File: src/rtl/karatsuba_seq_mul.sv
// Sequential one-level Karatsuba multiplier: three sub-products share one (H+1)x(H+1) multiplier.
// Define RESIDUE_CHECK_EN to build the mod-3 residue check and the fault_inj hook on z1.
module karatsuba_seq_mul #(
    parameter int WIDTH = 16
) (
    input  logic                 clk,
    input  logic                 rst_n,
    input  logic                 in_valid,
    output logic                 in_ready,
    input  logic [WIDTH-1:0]     a,
    input  logic [WIDTH-1:0]     b,
    input  logic                 fault_inj,
    output logic                 out_valid,
    input  logic                 out_ready,
    output logic [2*WIDTH-1:0]   p,
    output logic                 err
);

    localparam int H  = WIDTH / 2;
    localparam int PW = 2 * WIDTH + 1;

    typedef enum logic [2:0] {
        IDLE,
        MUL_LO,
        MUL_HI,
        MUL_MID,
        COMBINE,
        DONE
    } state_t;

    state_t               state_q, state_d;
    logic [WIDTH-1:0]     a_q, a_d, b_q, b_d;
    logic [2*H-1:0]       z0_q, z0_d, z2_q, z2_d;
    logic [2*H+1:0]       z1_q, z1_d;
    logic [2*WIDTH-1:0]   p_q, p_d;
    logic                 err_q, err_d;

    logic [H:0]           mulA, mulB;
    logic [2*H+1:0]       mulProd;
    logic [2*H+1:0]       midFull;
    logic [2*WIDTH-1:0]   pNext;
    logic                 faultBit;
    logic                 errNext;

    // The shared multiplier sees the half-words or their (H+1)-bit sums depending on the phase.
    always_comb begin
        mulA = '0;
        mulB = '0;
        case (state_q)
            MUL_LO: begin
                mulA = {1'b0, a_q[H-1:0]};
                mulB = {1'b0, b_q[H-1:0]};
            end
            MUL_HI: begin
                mulA = {1'b0, a_q[WIDTH-1:H]};
                mulB = {1'b0, b_q[WIDTH-1:H]};
            end
            MUL_MID: begin
                mulA = {1'b0, a_q[H-1:0]} + {1'b0, a_q[WIDTH-1:H]};
                mulB = {1'b0, b_q[H-1:0]} + {1'b0, b_q[WIDTH-1:H]};
            end
            default: begin
            end
        endcase
    end

    assign mulProd = (2*H+2)'(mulA) * (2*H+2)'(mulB);

    // mid is never negative, so its top bit is zero and the full-width sum is exact before truncation.
    assign midFull = z1_q - (2*H+2)'(z0_q) - (2*H+2)'(z2_q);
    assign pNext   = (2*WIDTH)'((PW'(z2_q) << (2*H)) + (PW'(midFull) << H) + PW'(z0_q));

`ifdef RESIDUE_CHECK_EN
    function automatic logic [1:0] mod3(input logic [2*WIDTH-1:0] v);
        logic [15:0] s;
        s = '0;
        for (int i = 0; i < WIDTH; i++) begin
            s = s + 16'(v[2*i +: 2]);
        end
        return 2'(s % 16'd3);
    endfunction

    logic [1:0] ra, rb, resExp, resAct;
    logic [3:0] rProd;

    assign ra       = mod3((2*WIDTH)'(a_q));
    assign rb       = mod3((2*WIDTH)'(b_q));
    assign rProd    = {2'b00, ra} * {2'b00, rb};
    assign resExp   = 2'(rProd % 4'd3);
    assign resAct   = mod3(pNext);
    assign errNext  = (resExp != resAct);
    assign faultBit = fault_inj;
`else
    logic unusedFault;
    assign unusedFault = fault_inj;
    assign errNext     = 1'b0;
    assign faultBit    = 1'b0;
`endif

    always_comb begin
        state_d = state_q;
        a_d     = a_q;
        b_d     = b_q;
        z0_d    = z0_q;
        z2_d    = z2_q;
        z1_d    = z1_q;
        p_d     = p_q;
        err_d   = err_q;
        case (state_q)
            IDLE: begin
                if (in_valid) begin
                    a_d     = a;
                    b_d     = b;
                    state_d = MUL_LO;
                end
            end
            MUL_LO: begin
                z0_d    = mulProd[2*H-1:0];
                state_d = MUL_HI;
            end
            MUL_HI: begin
                z2_d    = mulProd[2*H-1:0];
                state_d = MUL_MID;
            end
            MUL_MID: begin
                z1_d    = mulProd ^ {{(2*H+1){1'b0}}, faultBit};
                state_d = COMBINE;
            end
            COMBINE: begin
                p_d     = pNext;
                err_d   = errNext;
                state_d = DONE;
            end
            DONE: begin
                if (out_ready) begin
                    state_d = IDLE;
                end
            end
            default: state_d = IDLE;
        endcase
    end

    always_ff @(posedge clk) begin
        if (!rst_n) begin
            state_q <= IDLE;
            a_q     <= '0;
            b_q     <= '0;
            z0_q    <= '0;
            z2_q    <= '0;
            z1_q    <= '0;
            p_q     <= '0;
            err_q   <= 1'b0;
        end else begin
            state_q <= state_d;
            a_q     <= a_d;
            b_q     <= b_d;
            z0_q    <= z0_d;
            z2_q    <= z2_d;
            z1_q    <= z1_d;
            p_q     <= p_d;
            err_q   <= err_d;
        end
    end

    assign in_ready  = (state_q == IDLE);
    assign out_valid = (state_q == DONE);
    assign p         = p_q;
    assign err       = err_q;

endmodule

File: config.mk
export PLATFORM = sky130hd
export DESIGN_NAME = karatsuba_seq_mul
export DESIGN_NICKNAME = d
export VERILOG_FILES = /design/src/rtl/karatsuba_seq_mul.sv
export SDC_FILE = /design/constraint.sdc
export NUM_CORES = 1
export LEC_CHECK = 0
export CORE_MARGIN = 4
export CORE_UTILIZATION = 50
export CTS_CLUSTER_DIAMETER = 150
export CTS_CLUSTER_SIZE = 10
export DETAILED_ROUTE_END_ITERATION = 12
export PLACE_DENSITY = 0.7
export SYNTH_ARGS = -nofsm -noshare
export SYNTH_HDL_FRONTEND = slang
export SYNTH_SLANG_ARGS = --single-unit
export TNS_END_PERCENT = 1
File: constraint.sdc
create_clock -name clk -period 15.5 [get_ports clk]
set_input_delay 2.325 -clock clk [delete_from_list [all_inputs] [get_ports clk]]
set_output_delay 2.325 -clock clk [all_outputs]
set_load 0.01 [all_outputs]
==> reports/results.ini, run 1 <==
[floorplanning]
core_sq_um = 19500
die_area_sq_um = 22200
rows = 51
pin_count = 72
die_h_microns = 149
die_w_microns = 149
start_util = 0.510

[yosys]
synth_cell_types = 68
synth.largest_area_cell = dfxtp_1
synthCells = 1275
async_flop_share = 0
synth_nets = 1470
ys_ff_latch = 117
synth_edf_count = 0
synth_warnings = 0
synth_top_area_frac = 0.236
yosysSeqAreaShare = 0.236
netlist_area_sq_um = 9920
synth_area_leaders = dfxtp_1 (24%), fa_1 (14%), ha_1 (11%)
syn_avg_cell_area_sq_um = 7.78
synth_flop_cell = dfxtp_1

[route]
vias = 8761
wl_per_cell_microns = 15.1
drc_errors = 0
dr.pass1.iters = 6
drt_iter0_drc = 609
ant_nets = 0
postRouteWirelength_microns = 24100
vias_per_cell = 5.50

[global_routing]
grt_max_degree = 98
grt_pass1_wl_microns = 41400
grt_usage = 0.227
antenna_found_initial = 0
grt_pass1_vias = 8617
gr-total-overflow = 0

[sta]
finalHoldViolations = 0
clock_skew_ns = 0.0105
final_max_slew_viol_count = 0
fin_crit_ns = 7.03
setup_ws_ns = 8.47
setup_viol = 0
tns_ns = 0
relSlewSlack = 0.109
fin_crit_sh = 0.453
fmax_mhz = 142
rsz0062_at_grt = no
worst_slew_pin_slew_ns = 1.34

[power]
p_leak_nw = 4.70
power_mw = 0.965
p_per_area_nw_per_um2 = 84.7
vdd_drop_max_mv = 0.0644

[final_layout]
filler_cell_count = 1832
nNetsFinal = 1511
diodes = 0
fin_util = 0.585
final_common_cell = nand2_1
layout.cells.most_common_list = nand2_1 (239), a21oi_1 (144), inv_1 (120)
area_growth_syn_to_layout_pct = 14.8
drive_above_1_share = 0.0429

[hold_path]
hp-start = p[16]
hold_depth = 2
hold_class = reg -> reg
holdPathEnd = p[16]

[clock_network]
cts_sinks = 117
cts_resized = 0
root_buffer = clkbuf_16
insertion_delay_ns = 0.42
postCtsHoldBufs = 0
clockBufferDepth = 2
cts_tree = built
htreeDepth = 4
cts_setup_buffers = 0
cts_buffers = 17
cts.clk_slew.worst_paths_ns = 0.06

[critical_path]
crit_fanout = 9
critPathLaunchType = register
reg2reg_from = b_q[1]
crit_required_ns = 15.83
r2r_slack_ns = 8.47
r2r_cells = 22
worst-setup-path-type = reg -> reg
reg2reg_to = z1_q[17]
end_kind = register
worst_ep_arrival_time_ns = 7.36

[outcome]
status = finished clean

[placed_design]
dpl_worst_slack_ns = 8.53
gp_congestion = 0.915
io_buffer_count = 69
dp_hpwl_microns = 18700

[flow_run]
maxCapViolCount = 0

## layout make-up
cell class | instances | area, sq um | share of cell area
Clock buffer | 20 | 447 | 0.0392
Sequential cell | 117 | 2340 | 0.206
Inverter | 122 | 458 | 0.0402
Timing Repair Buffer | 79 | 766 | 0.0672
Clock inverter | 12 | 155 | 0.0136
Tap cell | 265 | 332 | 0.0291
Multi-Input combinational cell | 979 | 6890 | 0.605
## logic make-up after synthesis
family                     after synthesis  synth area share
adders and majority gates              158             0.251
muxes                                    6           0.00668
and+or+nand+nor                        463             0.205
buffers and inverters                  179            0.0690
other                                    1          0.000378
xor gates and xnor gates                47            0.0415
AOI/OAI and AO/OA                      304             0.190
DFF                                    117             0.236
## per-stage QoR
step | cells | instance area, sq um | hold slack, ns
final | 1594 | 11400 | 0.446
after global routing | 1594 | 11400 | 0.472
after global placement | 1562 | 10800 | 0.437
after detailed placement | 1562 | 10800 | 0.442
after CTS | 1594 | 11400 | 0.450
after floorplan | 1275 | 9920 | 0.436
## worst max path at each step
stage	start	endpoint	slack [ns]	cells past startpoint
2_1_floorplan	a_q[0]	z1_q[17]	9.44	23
3_3_place_gp	b_q[9]	z1_q[17]	8.66	22
3_5_place_dp	b_q[1]	z1_q[17]	8.53	22
4_1_cts	b_q[1]	z1_q[17]	8.50	22
5_1_grt	b_q[1]	z1_q[17]	8.00	22
6_report	b_q[1]	z1_q[17]	8.47	22
## sequential cells by signal, summed over array words and instances, names as in the netlist
signal,cells
b_q,16
a_q,16
z2_q,16
z0_q,16
p,32
state_q,3
z1_q,18
## power breakdown
part / total, mW / switching (mW) / internal (mW)
sequential: 0.320 / 0.00903 / 0.311
combinational: 0.240 / 0.143 / 0.0964
clock: 0.406 / 0.149 / 0.257
## critical path: stages, from the launching register on
cell       delay (ns)
dfxtp_1          0.41
ha_1             0.26
a21o_1           0.19
a21oi_1          0.29
o21ai_1          0.12
a31oi_1          0.21
xnor2_1          0.09
a222oi_1         1.02
nand2b_1         0.26
fa_1             0.46
fa_1             0.55
inv_1            0.05
fa_1             0.53
inv_1            0.05
fa_1             0.52
inv_1            0.04
ha_1             0.35
a21o_1           0.24
a2111oi_2        0.32
nor3b_1          0.12
o21a_1           0.23
or4_1            0.46
a31oi_1          0.16
## synth_stat cells, types with 3 or more instances
master,instances
nor3_1,21
and3_1,7
nand2b_1,14
o22ai_1,4
dfxtp_1,117
nor2_1,89
inv_1,120
a21oi_2,3
a211oi_1,14
o21bai_1,6
nand3_1,35
and2_1,12
o21ai_1,30
nand3b_1,6
a31oi_1,11
ha_1,89
o21a_1,8
or4_1,3
a22oi_1,4
buf_2,7
a21o_1,20
nor2b_1,14
clkbuf_1,46
buf_1,3
a211o_1,4
o211ai_1,7
nand4_1,7
a21oi_1,144
fa_1,69
xor2_1,11
o21ai_0,20
nand2_1,239
mux2_2,3
or2_1,5
xnor2_1,36
a31o_2,4
or3_1,3
## routing by layer
| metal | up-vias | wire [microns] | GRT usage |
|---|---|---|---|
| met2 | 224 | 11300 | 0.379 |
| met3 | 40 | 1210 | 0.0365 |
| met4 | 0 | 439 | 0.0627 |
| met5 | - | 0 | 0 |
| met1 | 4132 | 11100 | 0.307 |
| li1 | 4365 | - | - |
Note: power is estimated with default switching activity, not from simulation.
==> run 2: changes to the inputs <==
--- a/config.mk
+++ b/config.mk
@@ -10,7 +10,7 @@
 export CTS_CLUSTER_DIAMETER = 150
 export CTS_CLUSTER_SIZE = 10
 export DETAILED_ROUTE_END_ITERATION = 12
-export PLACE_DENSITY = 0.7
+export PLACE_DENSITY = 0.72
 export SYNTH_ARGS = -nofsm -noshare
 export SYNTH_HDL_FRONTEND = slang
 export SYNTH_SLANG_ARGS = --single-unit
==> constraint.sdc (replaced) <==
create_clock -name clk -period 6.1 [get_ports clk]
set_input_delay 0.915 -clock clk [delete_from_list [all_inputs] [get_ports clk]]
set_output_delay 0.915 -clock clk [all_outputs]
set_load 0.01 [all_outputs]
==> run 2 against run 1 <==
Net effect:
- largest power group unchanged
- sequential share of layout area down 1.0 points
- worst setup slack worse by 8.3 ns
- register-to-register slack worse by 8.3 ns
==> reports/results.ini, run 2 (same netlist as run 1, synthesis figures left out) <==
[sta]
clock_skew_ns = 0.0177
worst_slew_pin_slew_ns = 1.06
rsz0062_at_grt = yes
fin_crit_ns = 5.91
finalHoldViolations = 0
tns_ns = 0
fmax_mhz = 169
setup_viol = 0
relSlewSlack = 0.292
fin_crit_sh = 0.969
final_max_slew_viol_count = 0

[critical_path]
crit_top_cell = fa_1
cpPeakStageDelay_ns = 0.57
critPathLaunchType = register
worst-setup-path-type = reg -> reg
worst_ep_arrival_time_ns = 6.20
cp_slowest_cell = or4_1
end_kind = register
crit_required_ns = 6.39
cp_cell_sequence = ha_4 -> fa_2 -> a21o_1 -> a21oi_2 -> nor2b_2 -> nor3_2 -> o21ai_2 -> buf_4 -> a211o_4 -> nor2_2 -> fa_1 -> fa_1 -> fa_1 -> inv_1 -> fa_1 -> inv_1 -> ha_1 -> or4_1 -> a41o_1 -> xnor2_1 -> o21ai_1
critPathBufInv = 3
cp_top_family = adder cells
crit_fanout = 5

[hold_path]
hold_class = reg -> reg

[final_layout]
fin_area_sq_um = 12000
nNetsFinal = 1563
largest_reg_flops = 32
diodes = 0
drive_above_1_share = 0.109
area_growth_syn_to_layout_pct = 21.2
layout.cells.most_common_list = nand2_1 (238), a21oi_1 (139), inv_1 (119)
final_common_cell = nand2_1
filler_cell_count = 1731

[floorplanning]
die_h_microns = 149
pin_count = 72
start_util = 0.510
die_w_microns = 149
core_sq_um = 19500
die_area_sq_um = 22200
rows = 51

[power]
power_mw = 2.50
p_leak_nw = 4.97
p_per_area_nw_per_um2 = 208
vdd_drop_max_mv = 0.185

[route]
vias = 8935
postRouteWirelength_microns = 24900
dr.pass1.iters = 7
ant_nets = 0
vias_per_cell = 5.43
drt_iter0_drc = 510
drc_errors = 0
wl_per_cell_microns = 15.1

[global_routing]
grt_max_degree = 77
grt_pass1_vias = 8885
grt_pass1_wl_microns = 42400
grt_usage = 0.233
gr-total-overflow = 0
antenna_found_initial = 0

[clock_network]
postCtsHoldBufs = 0
cts.clk_slew.worst_paths_ns = 0.06
cts_tree = built
insertion_delay_ns = 0.43
clockBufferDepth = 2
root_buffer = clkbuf_16
cts_buffers = 17
cts_sinks = 117
htreeDepth = 4

[placed_design]
dp_hpwl_microns = 18700
placed_cell_area_sq_um = 11100
gp_congestion = 0.910
io_buffer_count = 69

[outcome]
status = finished clean

[flow_run]
maxCapViolCount = 0

run 2: cell count changes in the layout (fill, tap and decap cells not counted), sizes merged:
cell / previous run / this run
clkinvlp: 2 / 4
inv: 121 / 122
buf: 10 / 62
clkinv: 8 / 5
run 2: area by class of cell:
type	instances	area, sq um	area share
Multi-Input combinational cell	979	7110	0.591
Sequential cell	117	2350	0.195
Inverter	122	458	0.0381
Clock buffer	20	457	0.0380
Clock inverter	12	153	0.0127
Tap cell	265	332	0.0276
Timing Repair Buffer	131	1170	0.0972
run 2: worst reg2reg max path: stages, from the launching register on:
cell	delay, ns
dfxtp_2	0.34
ha_4	0.17
fa_2	0.38
a21o_1	0.19
a21oi_2	0.16
nor2b_2	0.07
nor3_2	0.19
o21ai_2	0.10
buf_4	0.14
a211o_4	0.35
nor2_2	0.12
fa_1	0.45
fa_1	0.47
fa_1	0.54
inv_1	0.05
fa_1	0.53
inv_1	0.04
ha_1	0.27
or4_1	0.57
a41o_1	0.27
xnor2_1	0.27
o21ai_1	0.11
run 2: worst paths after layout:
path	endpoint	slack, ns	from	depth (start not counted)
worst max register to register	z0_q[13]	0.19	a_q[8]	21
worst max-delay path	z0_q[13]	0.19	a_q[8]	21
worst min register to register	p[12]	0.45	p[12]	2
worst min-delay path	p[12]	0.45	p[12]	2
run 2: per-layer routing:
| metal | track usage | wire (microns) | part of all wire | vias up |
|---|---|---|---|---|
| met5 | 0 | 0 | 0 | - |
| met4 | 0.0604 | 392 | 0.016 | 0 |
| met3 | 0.0398 | 1190 | 0.048 | 30 |
| met2 | 0.389 | 11800 | 0.47 | 182 |
| met1 | 0.316 | 11500 | 0.46 | 4249 |
| li1 | - | - | - | 4474 |
run 2: per-stage QoR:
step | setup WS (ns) | util | hold WS (ns) | std cells
2_1_floorplan | 0.0372 | - | 0.436 | 1275
3_3_place_gp | -0.0712 | 0.572 | 0.438 | 1607
3_5_place_dp | -0.171 | 0.572 | 0.445 | 1607
4_1_cts | 0.00922 | 0.609 | 0.451 | 1642
5_1_grt | -0.0913 | 0.618 | 0.471 | 1646
6_report | 0.191 | 0.618 | 0.446 | 1646
run 2: power breakdown:
group	switching [mW]	internal (mW)
logic	0.380	0.268
registers	0.0259	0.790
clock network	0.374	0.663
total	0.780	1.72
run 2: timing repair:
action / 4_1_cts / 5_1_grt
buffers inserted: 3 / 5
pin swaps: 7 / 35
gates resized for setup: 16 / 30
endpoints found under the setup margin: 8 / 20
cloned: 0 / 0
==> run 3: changes to the inputs <==
--- a/config.mk
+++ b/config.mk
@@ -11,6 +11,7 @@
 export CTS_CLUSTER_SIZE = 10
 export DETAILED_ROUTE_END_ITERATION = 12
 export PLACE_DENSITY = 0.72
+export RECOVER_POWER = 25
 export SYNTH_ARGS = -nofsm -noshare
 export SYNTH_HDL_FRONTEND = slang
 export SYNTH_SLANG_ARGS = --single-unit
==> run 3 against run 2 <==
Net effect:
- final area is the same
- sequential share of layout area is the same
- critical path depth is the same
- count of clock-buffer cells in the layout is the same
- via count grew 0.45%
- wire length grew 0.22%
- sequential power is essentially flat
- clock power is essentially flat
- global-route usage is the same
- cell count is the same
- clock skew grew 0.00094 ns
- critical endpoint unchanged
==> reports/results.ini, run 3 (same netlist as run 1, synthesis figures left out) <==
[outcome]
status = finished clean

[floorplanning]
pin_count = 72
start_util = 0.510
core_sq_um = 19500
die_w_microns = 149
die_h_microns = 149
rows = 51
die_area_sq_um = 22200

[global_routing]
grt_pass1_vias = 8885
grt_usage = 0.233
grt_max_degree = 77
use_met3 = 0.0398
antenna_found_initial = 0
gr-total-overflow = 0
grt_pass1_wl_microns = 42400
gr-usage-met2 = 0.389
globalRouteMet1Util = 0.316
top_usage_layer = met2

[sta]
rsz0062_at_grt = yes
fin_crit_sh = 0.968
fin_crit_ns = 5.91
fmax_mhz = 169
final_max_slew_viol_count = 0
finalHoldViolations = 0
holdWs_ns = 0.443
tns_ns = 0
clock_skew_ns = 0.0186
relSlewSlack = 0.0246
worst_slew_pin_slew_ns = 1.46
setup_viol = 0

[power]
switching_power_mw = 0.784
combPwrFrac = 0.258
vdd_drop_max_mv = 0.187
clock_power_share = 0.416
seqPwrFrac = 0.326
internal-power_mw = 1.72
p_leak_nw = 5.08
p_sw_frac = 0.313
p_per_area_nw_per_um2 = 208

[final_layout]
nNetsFinal = 1563
largest_reg_flops = 32
fin_area_sq_um = 12000
area_growth_syn_to_layout_pct = 21.2
final_common_cell = nand2_1
layout.cells.most_common_list = nand2_1 (238), a21oi_1 (139), inv_1 (119)
diodes = 0
drive_above_1_share = 0.109
fin_util = 0.618

[clock_network]
root_buffer = clkbuf_16
insertion_delay_ns = 0.43
cts.clk_slew.worst_paths_ns = 0.06
clockBufferDepth = 2
cts_tree = built
cts_sinks = 117
cts_buffers = 17
htreeDepth = 4

[route]
vias = 8975
postRouteWirelength_microns = 24900
dr.pass1.iters = 5
drt_iter0_drc = 498
wl_per_cell_microns = 15.2
vias_per_cell = 5.45
ant_nets = 0
drc_errors = 0

[critical_path]
crit_required_ns = 6.40
worst-setup-path-type = reg -> reg
worst_ep_arrival_time_ns = 6.20
reg2reg_to = z0_q[13]
end_kind = register
reg2reg_from = a_q[8]
crit_end = z0_q[13]
r2r_cells = 21
r2r_slack_ns = 0.19
crit_fanout = 5
critPathLaunchType = register
crit_path_start = a_q[8]

[placed_design]
dp_hpwl_microns = 18700
gp_congestion = 0.910
io_buffer_count = 69
placed_cell_area_sq_um = 11100

[hold_path]
hold_class = reg -> reg

[flow_run]
maxCapViolCount = 0

run 3: worst min-delay path by stage:
stage / endpoint / slack (ns) / cells past startpoint / from
detailed placement: p[16] / 0.44 / 2 / p[16]
global route: p[16] / 0.47 / 2 / p[16]
floorplan: z1_q[16] / 0.44 / 2 / z1_q[16]
finish: p[12] / 0.44 / 2 / p[12]
global placement: p[14] / 0.44 / 2 / p[14]
CTS: p[16] / 0.45 / 2 / p[16]
run 3: routing by layer:
layer	part of all wire	routed length [microns]
met3	0.045	1120
met5	0	0
met1	0.47	11700
met4	0.014	339
met2	0.47	11800
run 3: worst max-delay path, cell delays in order (launching register included):
cell and delay, ns:
dfxtp_2 0.33, ha_4 0.17, fa_2 0.38, a21o_1 0.19, a21oi_2 0.16, nor2b_2 0.07
nor3_2 0.19, o21ai_2 0.10, buf_4 0.14, a211o_4 0.35, nor2_2 0.12, fa_1 0.45
fa_1 0.47, fa_1 0.54, inv_1 0.05, fa_1 0.53, inv_1 0.04, ha_1 0.27
or4_1 0.57, a41o_1 0.27, xnor2_1 0.27, o21ai_1 0.11
run 3: metrics by stage:
stage | instances | total power, mW | setup WS, ns
after CTS | 1642 | 2.50 | 0.00922
after global routing | 1646 | 2.62 | -0.0913
after detailed placement | 1607 | 1.45 | -0.171
final | 1646 | 2.50 | 0.194
after global placement | 1607 | 1.45 | -0.0712
after floorplan | 1275 | 1.29 | 0.0372
run 3: power by group through the flow:
stage | clock [mW] | combinational [mW] | sequential [mW]
global route | 1.08 | 0.718 | 0.820
floorplan | 0 | 0.467 | 0.823
finish | 1.04 | 0.647 | 0.816
CTS | 1.05 | 0.636 | 0.815
global placement | 0 | 0.616 | 0.831
detailed placement | 0 | 0.622 | 0.831
run 3: repair_timing:
action	in CTS	in global routing
resized for setup	16	30
setup buffers	3	5
cloned	0	0
setup endpoints to repair	8	20
hold buffers	0	0
pin swaps	7	35
run 3: area by class of cell:
class / instances / area [sq um]
Inverter: 122 / 458
Sequential cell: 117 / 2350
Tap cell: 265 / 332
Clock inverter: 12 / 153
Fill cell: 1731 / 7440
Multi-Input combinational cell: 979 / 7110
Timing Repair Buffer: 131 / 1170
Clock buffer: 20 / 457
==> variant 1: new RTL, config.mk and constraints of run 2 <==
Change the parameter `WIDTH` from 16 to 32.
--- a/src/rtl/karatsuba_seq_mul.sv
+++ b/src/rtl/karatsuba_seq_mul.sv
@@ -1,7 +1,7 @@
 // Sequential one-level Karatsuba multiplier: three sub-products share one (H+1)x(H+1) multiplier.
 // Define RESIDUE_CHECK_EN to build the mod-3 residue check and the fault_inj hook on z1.
 module karatsuba_seq_mul #(
-    parameter int WIDTH = 16
+    parameter int WIDTH = 32
 ) (
     input  logic                 clk,
     input  logic                 rst_n,
Ports: changed (resized a, b and p); port bits go from 72 to 136. The function was not compared with the original's and may differ.
==> variant 1 against run 2 <==
  * The flow now finishes with violations (setup timing)
  * Die area grew 130%
  * Setup slack got worse by 2.0 ns
  * Worst hold slack improved by 0.0037 ns
  * Sequential cell count is 112 higher
  * Count of clock-buffer cells in the layout grew 7
  * Design area rose to 2.5 times the old value
  * Routed wire length grew to 3.1 times the old value
  * Area after synthesis up 140%
  * Clock skew rose by 0.0079 ns
  * Power grew 100%
  * Critical endpoint is now z1_q[32]
  * Highest routed layer unchanged
==> variant 1: results (changes against run 2) <==
Clock network
  – Number of buffers created by CTS: 26 (+9)
  – Postcts setup bufs: 22 (+19)
  – Number of H-tree levels: 1 (-3)
  – Resized cells post-CTS: 119 (+103)
  – Clk buf depth: 3 (+1)
  – Clock Latency Late Sink: 0.57 ns (+0.14 ns)

Setup path
  – Critical path arrival: 8.38 ns (+2.18 ns)
  – Worst R2R Path Depth: 30 (+43%)
  – CP max stage cell: fa_1
  – R2R Path End: z1_q[32]
  – Crit-path max FO: 4 (-1)
  – Worst stage delay on the critical path: 0.60 ns (+0.03 ns)

Pwr
  – PwrDens: 168.9 nW/um2 (-19%)
  – Seq pwr share: 0.312 (-0.014)
  – Comb power: 2120 uW (+230%)
  – P_int: 3193 uW (+86%)

Placed design
  – Gpl congestion: 0.9959 (+9.5%)
  – IO buf count: 133 (+93%)
  – DP Worst Slack: -2.332 ns (-2.161 ns)
  – Post-DP HPWL: 62,870 um (+240%)

GRT
  – Met2 usage: 0.5408 (+0.1519)
  – First-pass GRT wire length: 122,000 um (+190%)
  – GRT Overall Usage: 0.2984 (+0.06541)
  – GR Util met1: 0.3573 (+0.04169)
  – Vias in the first global route: 22,740 (+160%)
  – Grt met3 use: 0.03534 (-0.004461)

STA
  – Min Hold Slack: 0.4499 ns (+0.003679 ns)
  – Worst Tran Pin Value: 1.046 ns (-0.01246 ns)
  – Worst Clk Skew: 0.02556 ns (+0.007898 ns)
  – Setup TNS: -93.97 ns (-93.97 ns)
  – Min setup slack post-route: -1.810 ns (-2.001 ns)
  – Final Setup Violations: 74 (+74)

Run status
  – Failing checks: setup timing
  – Status: finished with violations

Logic synthesis
  – Yosys cell types: 75 (+10%)
  – Mapped Nets: 3,530 (+140%)
  – Seq/Total Area, Yosys: 0.1917 (-0.04442)
  – Post-Synthesis Cells: 2,993 (+130%)
  – Post-synth top cells: 586 x nand2_1, 352 x inv_1, 315 x a21oi_1

Cells and area
  – Signal buffers: 547 (+320%)
  – Area of the multi-input gates: 18,200 um2 (+160%)
  – Clkbuf count: 27 (+35%)
  – Finished Layout Cells: 4,030 (+140%)
  – Largest register FFs: 64 (+100%)
  – Sequential share of cell area: 0.1520 (-0.04322)
  – Fillers: 4,075 (+140%)
  – Non-CTS inverters: 353 (+190%)

Routing
  – Via count: 22,340 (+150%)
  – Initial drt markers: 1,386 (+170%)
  – Drt wl/cell: 19.13 um (+27%)
  – Routed length on met3: 3408 um (+190%)
  – Met2 WL: 39,090 um (+230%)

Hold path
  – Hold Crit Start: p[43]
  – Hold Crit Endpoint: p[43]
## variant 1: cell count changes in the layout (fill, tap and decap cells not counted), sizes merged, moves of 33 or more
cell,delta
and2,+44
nand2,+347
dfxtp,+112
buf,+353
ha,+120
a21o,+48
xnor2,+46
nor2,+39
nand3,+33
fa,+190
clkdlybuf4s50,+63
o21ai,+55
a21oi,+169
inv,+231
## variant 1: logic make-up (layout without fill, tap and decap cells)
family          after synthesis  count (layout)  share of synthesized area
fa+ha+maj                   468             468                     0.3261
mux                          14              14                   0.006487
flops                       229             229                     0.1917
simple gates                997             997                     0.1831
buf+inv                     498             928                    0.07873
other cells                   1               1                  0.0001568
compound gates              668             668                     0.1705
xor+xnor                    118             118                    0.04321
## variant 1: worst register-to-register path: cells and delay by family (launching register included)
family | cells | cell delay (ns)
adders and majority gates | 9 | 3.94
AOI/OAI and AO/OA | 14 | 2.45
and+or+nand+nor | 4 | 0.81
DFF | 1 | 0.33
buffers and inverters | 3 | 0.27
==> variant 2: new RTL, flow settings as in run 2 <==
Without the edit above. Put one more register stage on the output `err`. The value now appears one clock later. The other outputs are not delayed to match.
--- a/src/rtl/karatsuba_seq_mul.sv
+++ b/src/rtl/karatsuba_seq_mul.sv
@@ -165,7 +165,9 @@
     assign in_ready  = (state_q == IDLE);
     assign out_valid = (state_q == DONE);
     assign p         = p_q;
-    assign err       = err_q;
+    always_ff @(posedge clk) begin
+        err <= err_q;
+    end
 
 endmodule
 
Formal check against the unedited RTL: no difference found for any inputs over 4 cycles, from zero or initial values and one cycle with rst_n low; that may be too few to reach the edited logic, so the function may still have changed.
==> variant 2 against run 2 <==
  * Global-route usage is 1.2 points lower
  * Synthesized cell count is 1.1% lower
  * Routed wire length is 5.1% lower
  * Sequential share of layout area is 0.46 points higher
  * Maximum frequency is 1.1% higher
  * Design area is 2.2% lower
  * Power is 0.17% higher
  * Setup slack better by 0.066 ns
  * Worst hold slack hardly changed
  * Area after synthesis is 0.20% lower
  * Sequential cell count stayed put
==> variant 2: results (changes against run 2) <==
Run status
  – Status: complete, no violations

GRT
  – Grt met3 use: 0.03352 (-0.006289)
  – First-pass GRT wire length: 39,900 um (-5.8%)
  – Pin count of the biggest net entering global routing: 71 (-7.8%)
  – GRT Overall Usage: 0.2211 (-0.01190)
  – Met2 usage: 0.3960 (+0.007047)
  – Vias in the first global route: 8,378 (-5.7%)
  – GR Util met1: 0.2759 (-0.03972)

Pwr
  – Maximum vdd drop: 0.0001838 V (-0.44%)
  – Static leakage: 0.004948 uW (-0.42%)

Placed design
  – DP Worst Slack: -0.04825 ns (+0.1228 ns)
  – Gpl congestion: 0.8987 (-1.2%)

Logic synthesis
  – Yosys cell types: 71 (+4.4%)
  – Post-synth top cells: 237 x nand2_1, 137 x a21oi_1, 124 x inv_1
  – Synth area leaders: dfxtp_1 24%, fa_1 14%, ha_1 11%
  – Syn_area_per_cell: 7.852 um2 (+0.91%)
  – Seq/Total Area, Yosys: 0.2366 (+0.0004774)

Setup path
  – Worst stage delay on the critical path: 0.55 ns (-0.02 ns)
  – Register-to-register setup slack: 0.26 ns (+0.07 ns)

Routing
  – DR pass1 iterations: 5 (-2)
  – Final wirelength: 23,610 um (-5.1%)
  – Met2 WL: 11,860 um (+0.64%)

STA
  – Fmax: 0.1711 GHz (+1.1%)
  – Min Hold Slack: 0.4459 ns (-0.0003530 ns)
  – Worst Clk Skew: 0.01021 ns (-0.007449 ns)

Cells and area
  – Finished Layout Cells: 1,618 (-1.7%)

Die
  – Initial core utilization: 0.5087 (-0.001029)
variant 2: final cells by class:
class	instances	area (um2)
Inverter	125	469.2
Sequential cell	117	2350
Clock inverter	15	147.6
Fill cell	1784	7701
Multi-Input combinational cell	964	7002
Clock buffer	17	425.4
Tap cell	265	331.6
Timing Repair Buffer	115	1036
variant 2: kinds of logic after synthesis:
logic type	after synthesis	share of synthesized area
simple gates	441	0.1970
other cells	1	0.0003788
mux	11	0.01201
compound gates	303	0.1874
xor+xnor	50	0.04423
fa+ha+maj	158	0.2520
flops	117	0.2366
buf+inv	180	0.07039
variant 2: what timing repair did:
action	CTS	global route
buffers inserted	1	3
pin swaps	3	27
setup endpoints to repair	7	20
resized for setup	6	39
variant 2: worst paths after layout:
kind,from,endpoint,cells after the start
worst max-delay path,b_q[8],z2_q[14],24
worst min-delay path,p[11],p[11],2
worst max register to register,b_q[8],z2_q[14],24
worst min register to register,p[11],p[11],2
